**src/rtl/router_pkg.sv**
```systemverilog
// router_pkg: mesh geometry, flit width and port-direction helpers shared by the link fabric.
package router_pkg;
    localparam int MAX_X           = 3;
    localparam int MAX_Y           = 3;
    localparam int NUM_PORTS       = 5;
    localparam int NOC_LINK_W      = 8;
    localparam int LINK_STAGES_DEF = 1;
    localparam int PORT_N          = 0;
    localparam int PORT_E          = 1;
    localparam int PORT_S          = 2;
    localparam int PORT_W          = 3;

    function automatic int opposite(input int p);
        return (p + 2) % 4;
    endfunction
endpackage

```
**src/rtl/link_pipe.sv**
```systemverilog
// link_pipe: STAGES-deep valid/data delay; data stages load only on valid, STAGES=0 is a wire.
module link_pipe #(
    parameter int WIDTH  = 1,
    parameter int STAGES = 1
) (
    input  logic             clk,
    input  logic             rst_n,
    input  logic             in_valid,
    input  logic [WIDTH-1:0] in_data,
    output logic             out_valid,
    output logic [WIDTH-1:0] out_data
);
    if (STAGES == 0) begin : g_comb
        logic w_unused_clk;
        assign w_unused_clk = clk ^ rst_n;
        assign out_valid    = in_valid;
        assign out_data     = in_data;
    end else begin : g_reg
        logic [STAGES-1:0] r_valid;
        logic [WIDTH-1:0]  r_data [STAGES];
        always_ff @(posedge clk or negedge rst_n) begin
            if (!rst_n) begin
                r_valid <= '0;
                for (int i = 0; i < STAGES; i++) r_data[i] <= '0;
            end else begin
                r_valid[0] <= in_valid;
                if (in_valid) r_data[0] <= in_data;
                for (int i = 1; i < STAGES; i++) begin
                    r_valid[i] <= r_valid[i-1];
                    if (r_valid[i-1]) r_data[i] <= r_data[i-1];
                end
            end
        end
        assign out_valid = r_valid[STAGES-1];
        assign out_data  = r_data[STAGES-1];
    end
endmodule

```
**src/rtl/mesh_link_web.sv**
```systemverilog
// mesh_link_web: pipelined flit and credit wiring between neighbouring mesh routers, with edge checks.
// Define MESH_LINK_STATS_EN to build the saturating delivered-flit counter behind flit_cnt.
module mesh_link_web
    import router_pkg::*;
#(
    parameter int LINK_STAGES = LINK_STAGES_DEF
) (
    input  logic                                                         clk,
    input  logic                                                         rst_n,
    input  logic [MAX_X-1:0][MAX_Y-1:0][NUM_PORTS-2:0][NOC_LINK_W-1:0] outport_data,
    input  logic [MAX_X-1:0][MAX_Y-1:0][NUM_PORTS-2:0]                  outport_valid,
    output logic [MAX_X-1:0][MAX_Y-1:0][NUM_PORTS-2:0][NOC_LINK_W-1:0] inport_data,
    output logic [MAX_X-1:0][MAX_Y-1:0][NUM_PORTS-2:0]                  inport_valid,
    input  logic [MAX_X-1:0][MAX_Y-1:0][NUM_PORTS-2:0]                  credit_in,
    output logic [MAX_X-1:0][MAX_Y-1:0][NUM_PORTS-2:0]                  credit_out,
    input  logic                                                         edge_err_clr,
    output logic                                                         edge_err,
    input  logic                                                         stats_clr,
    output logic [31:0]                                                  flit_cnt
);
    localparam int NL = MAX_X * MAX_Y * (NUM_PORTS - 1);

    logic [NL-1:0] w_edge_viol;
    logic [NL-1:0] w_unused_drop;
    logic          r_edge_err;

    for (genvar x = 0; x < MAX_X; x++) begin : g_x
        for (genvar y = 0; y < MAX_Y; y++) begin : g_y
            for (genvar p = 0; p < NUM_PORTS - 1; p++) begin : g_p
                localparam int NX  = x + ((p == PORT_E) ? 1 : (p == PORT_W) ? -1 : 0);
                localparam int NY  = y + ((p == PORT_S) ? 1 : (p == PORT_N) ? -1 : 0);
                localparam int OP  = opposite(p);
                localparam int IDX = (x * MAX_Y + y) * (NUM_PORTS - 1) + p;
                if (NX >= 0 && NX < MAX_X && NY >= 0 && NY < MAX_Y) begin : g_link
                    logic w_cr_v;
                    logic w_cr_d;
                    link_pipe #(.WIDTH(NOC_LINK_W), .STAGES(LINK_STAGES)) u_data (
                        .clk       (clk),
                        .rst_n     (rst_n),
                        .in_valid  (outport_valid[x][y][p]),
                        .in_data   (outport_data[x][y][p]),
                        .out_valid (inport_valid[NX][NY][OP]),
                        .out_data  (inport_data[NX][NY][OP])
                    );
                    // Credit rides as both valid and data so the 1-bit data stage is not dead logic.
                    link_pipe #(.WIDTH(1), .STAGES(LINK_STAGES)) u_credit (
                        .clk       (clk),
                        .rst_n     (rst_n),
                        .in_valid  (credit_in[x][y][p]),
                        .in_data   (credit_in[x][y][p]),
                        .out_valid (w_cr_v),
                        .out_data  (w_cr_d)
                    );
                    assign credit_out[NX][NY][OP] = w_cr_v & w_cr_d;
                    assign w_edge_viol[IDX]       = 1'b0;
                    assign w_unused_drop[IDX]     = 1'b0;
                end else begin : g_edge
                    assign inport_valid[x][y][p] = 1'b0;
                    assign inport_data[x][y][p]  = '0;
                    assign credit_out[x][y][p]   = 1'b0;
                    assign w_edge_viol[IDX]      = outport_valid[x][y][p];
                    assign w_unused_drop[IDX]    = ^{outport_data[x][y][p], credit_in[x][y][p]};
                end
            end
        end
    end

    // A new violation overrides a same-cycle clear.
    always_ff @(posedge clk or negedge rst_n) begin
        if (!rst_n) r_edge_err <= 1'b0;
        else        r_edge_err <= (|w_edge_viol) | (r_edge_err & ~edge_err_clr);
    end
    assign edge_err = r_edge_err;

`ifdef MESH_LINK_STATS_EN
    logic [31:0] r_flit_cnt;
    logic [32:0] w_sum;
    assign w_sum = {1'b0, r_flit_cnt} + 33'($countones(inport_valid));
    always_ff @(posedge clk or negedge rst_n) begin
        if (!rst_n) r_flit_cnt <= '0;
        else        r_flit_cnt <= stats_clr ? '0 : (w_sum[32] ? '1 : w_sum[31:0]);
    end
    assign flit_cnt = r_flit_cnt;
`else
    logic w_unused_stats;
    assign w_unused_stats = stats_clr;
    assign flit_cnt       = '0;
`endif
endmodule

```
**config.mk**
```make
export PLATFORM = sky130hd
export DESIGN_NAME = mesh_link_web
export DESIGN_NICKNAME = d
export VERILOG_FILES = /design/src/rtl/router_pkg.sv /design/src/rtl/link_pipe.sv /design/src/rtl/mesh_link_web.sv
export SDC_FILE = /design/constraint.sdc
export NUM_CORES = 1
export LEC_CHECK = 0
export ABC_AREA = 1
export BUFFER_PORTS_ARGS = -buffer_cell sky130_fd_sc_hd__buf_4
export CAP_MARGIN = 30
export CORE_AREA = 5 5 290 292
export CTS_CLUSTER_SIZE = 10
export DETAILED_ROUTE_END_ITERATION = 10
export DIE_AREA = 0 0 295 297
export GPL_TIMING_DRIVEN = 1
export PLACE_DENSITY_LB_ADDON = 0.05
export SLEW_MARGIN = 10
export SYNTH_ARGS = -nofsm -noshare
export SYNTH_HDL_FRONTEND = slang
export SYNTH_SLANG_ARGS = --single-unit
```
**constraint.sdc**
```tcl
create_clock -name clk -period 1.3 [get_ports clk]
set_clock_uncertainty 0.2 [all_clocks]
set_input_delay 0.26 -clock clk [delete_from_list [all_inputs] [get_ports clk]]
set_output_delay 0.26 -clock clk [all_outputs]
set_load 0.02 [all_outputs]
```
==> run summary <==
RSZ-0062 raised after global routing -> true
adder-cell share of the synthesized area -> 0%
largest family of logic cells by synthesized area -> buffers and inverters
drt initial violations -> 276
CTS tree -> built
sequential cell area fraction in the yosys report -> 60.2%
Post-layout nets -> 2,304
critical path's largest stage delay -> 370 ps
ys async rst share -> 100%
kind of critical path -> register to output port
total number of vias -> 9,579
Final Core Density -> 25.0%
minimum clock period -> 1620 ps
pwr/cell area -> 1220 nW/um^2
final number of setup-violating endpoints -> 241
synthesized area -> 11,000 um^2
top area cells in the synthesized netlist -> dfrtp_1, buf_4, o21ai_0
# H-tree levels -> 2
number of nets still failing antenna checks after routing -> 0
Placed Cells -> 2,659
HP Class -> primary input to async pin
WP data required -> 840 ps
first-pass GRT wire length -> 63,900 um
Clock Latency Late Sink -> 530 ps
initial antenna violation count -> 0
WL final -> 42,800 um
die area -> 87,600 um^2
IO Count -> 757
Max Root-Sink Buffers -> 3
Syn Inst Count -> 1,128
CTS sink cnt -> 265
IO buf count -> 495
fmax -> 616 MHz
final worst-path cycle share -> 125%
mux share of post-synthesis cell area -> 0%
ys flop type -> dfrtp_1
most common cell in the netlist -> dfrtp_1
vias in the first global route -> 10.2k
top cells by count, synth -> dfrtp_1, nand2_1, inv_1
first drt pass iteration count -> 6
complex-gate fraction of the synthesized area -> 8.73%
Final Power -> 0.0249 W
failing checks -> negative hold slack, negative setup slack
Hold Vio Cnt, Final -> 2
Hold WS -> -0.867 ps
Yosys Warn Count -> 0
Syn Area/Cell -> 9.76 um^2
post-DP HPWL -> 32,300 um
final slew viol count -> 0
Initial Util -> 13.5%
Max Cap Viol -> 0
crit path from -> g_x[1].g_y[2].g_p[3].g_link.u_credit.out_data
Synth top area share -> 60.2%
Leakage -> 10.1 nW
via density per instance -> 3.16
Synth Area in XOR/XNOR -> 0%
residual DRC count -> 0
largest net degree at the start of global routing -> 50
routed wire length per instance -> 14.1 um
Final GP Congestion -> 0.701
share of cells above drive strength 1 -> 33.3%
crit-path cells -> nand2_1 > inv_2 > buf_6
outcome -> finished, violations left
Peak VDD IR -> 0.597 mV
GRT Residual Overflow -> 0
Cell Rows -> 105
total track usage -> 9.42%
worst-path fanout max -> 2
die height -> 297 um
pre-CTS setup slack -> 192 ps
chip width -> 295 um
CP startpoint kind -> register
worst path arrival time -> 1160 ps
CTS Buf Count -> 40
Rel. slew slack -> 66.6%
number of enable flip-flop cells after synthesis -> 0
ANT cells -> 0
crit end category -> output port
worst slew pin tran -> 499 ps
worst r2r src -> g_x[0].g_y[2].g_p[0].g_link.u_credit.out_data
setup tns final -> -55,900 ps
Worst Slack Setup Final -> -323 ps
clk slew on worst S/H paths -> 50 ps
Yosys cell types -> 10
FF+latch count, synth -> 265
Clock Tree Root -> clkbuf_16
post-synthesis simple-gate area fraction -> 9.17%
Core ar. -> 81,300 um^2
non-filler cells, final -> 3,035
critical path's slowest cell -> dfrtp_1
largest area contributor in the netlist -> dfrtp_1
synth-to-layout area growth -> 84.9%
==> registers in the layout, indices dropped and copies added, names as in the netlist <==
signal / count
edge_err: 1
g_x.g_y.g_p.g_link.u_credit.out_data: 24
g_x.g_y.g_p.g_link.u_credit.out_valid: 24
g_x.g_y.g_p.g_link.u_data.out_data: 192
g_x.g_y.g_p.g_link.u_data.out_valid: 24
==> layer usage <==
metal	GRT usage (%)	part of all wire, %	up-vias
met3	3.46	8.6	49
met2	17.6	53	330
li1	-	-	4689
met5	0	0	-
met1	9.80	36	4511
met4	2.65	2.3	0
==> metrics by stage <==
step	hold WS (ps)	cell area [um^2]
2_1_floorplan	-236	11600
3_5_place_dp	-18.7	15200
5_1_grt	-12.2	20400
6_report	-0.867	20400
4_1_cts	-35.9	20100
3_3_place_gp	-15.3	15200
==> kinds of logic (layout without fill, tap and decap cells) <==
group | Yosys count | count (layout)
other | 1 | 152
AO/OA/AOI/OAI | 192 | 192
buffers and inverters | 417 | 1103
AND/OR/NAND/NOR | 253 | 253
flip-flops | 265 | 265
==> worst max-delay path, delay by kind of cell, from the launching register on <==
kind,cells,cell delay [ps]
buf+inv,2,170
flops,1,370
simple gates,1,70
==> placed cells by master, fill, tap and decap left out <==
master          count
buf_12              7
buf_4             314
buf_6             241
buf_8               1
clkbuf_1           11
clkbuf_16          41
clkbuf_8           10
clkinv_2            2
clkinvlp_4          1
conb_1            152
dfrtp_1           265
dlygate4sd3_1     255
dlymetal6s4s_1      1
inv_1             206
inv_2              11
inv_6               2
nand2_1           220
nor2_1              9
o21ai_0           175
o21ai_1            17
or2_2              24
==> where the power goes <==
group	switching, W	leakage, nW	internal, W	total (W)
clock network	0.00404	0.607	0.00632	0.0104
registers	0.000419	3.11	0.00888	0.00930
logic	0.00261	6.40	0.00260	0.00521
total	0.00707	10.1	0.0178	0.0249
==> repair_timing <==
| item | 4_1_cts | 5_1_grt |
|---|---|---|
| hold endpoints to repair | 530 | 20 |
| hold buffers | 259 | 2 |
| endpoints found under the setup margin | 241 | 247 |
| pin swaps | 0 | 2 |
| resized for setup | 243 | 11 |
| setup buffers | 20 | 33 |
==> worst paths after layout <==
kind,slack (ps),endpoint,cells after the start
hold / removal,-0.9,g_x[1].g_y[0].g_p[2].g_link.u_data.out_data[6],2
hold reg to reg,260,g_x[1].g_y[0].g_p[3].g_link.u_credit.out_data,1
max in group asynchronous,220,g_x[1].g_y[1].g_p[2].g_link.u_data.out_data[0],3
min in group clk,180,g_x[1].g_y[0].g_p[3].g_link.u_credit.out_valid,2
setup / recovery,-320,credit_out[9],3
setup reg to reg,210,g_x[0].g_y[2].g_p[0].g_link.u_credit.out_data,2
==> final cells by class <==
cell class / count / area (um^2)
Timing Repair Buffer: 819 / 7790
Clock inverter: 5 / 35.0
Fill cell: 8900 / 61000
Tap cell: 1070 / 1340
Sequential cell: 265 / 6630
Multi-Input combinational cell: 597 / 2540
Inverter: 217 / 815
Clock buffer: 62 / 1200
(Power assumes the default switching activity.)
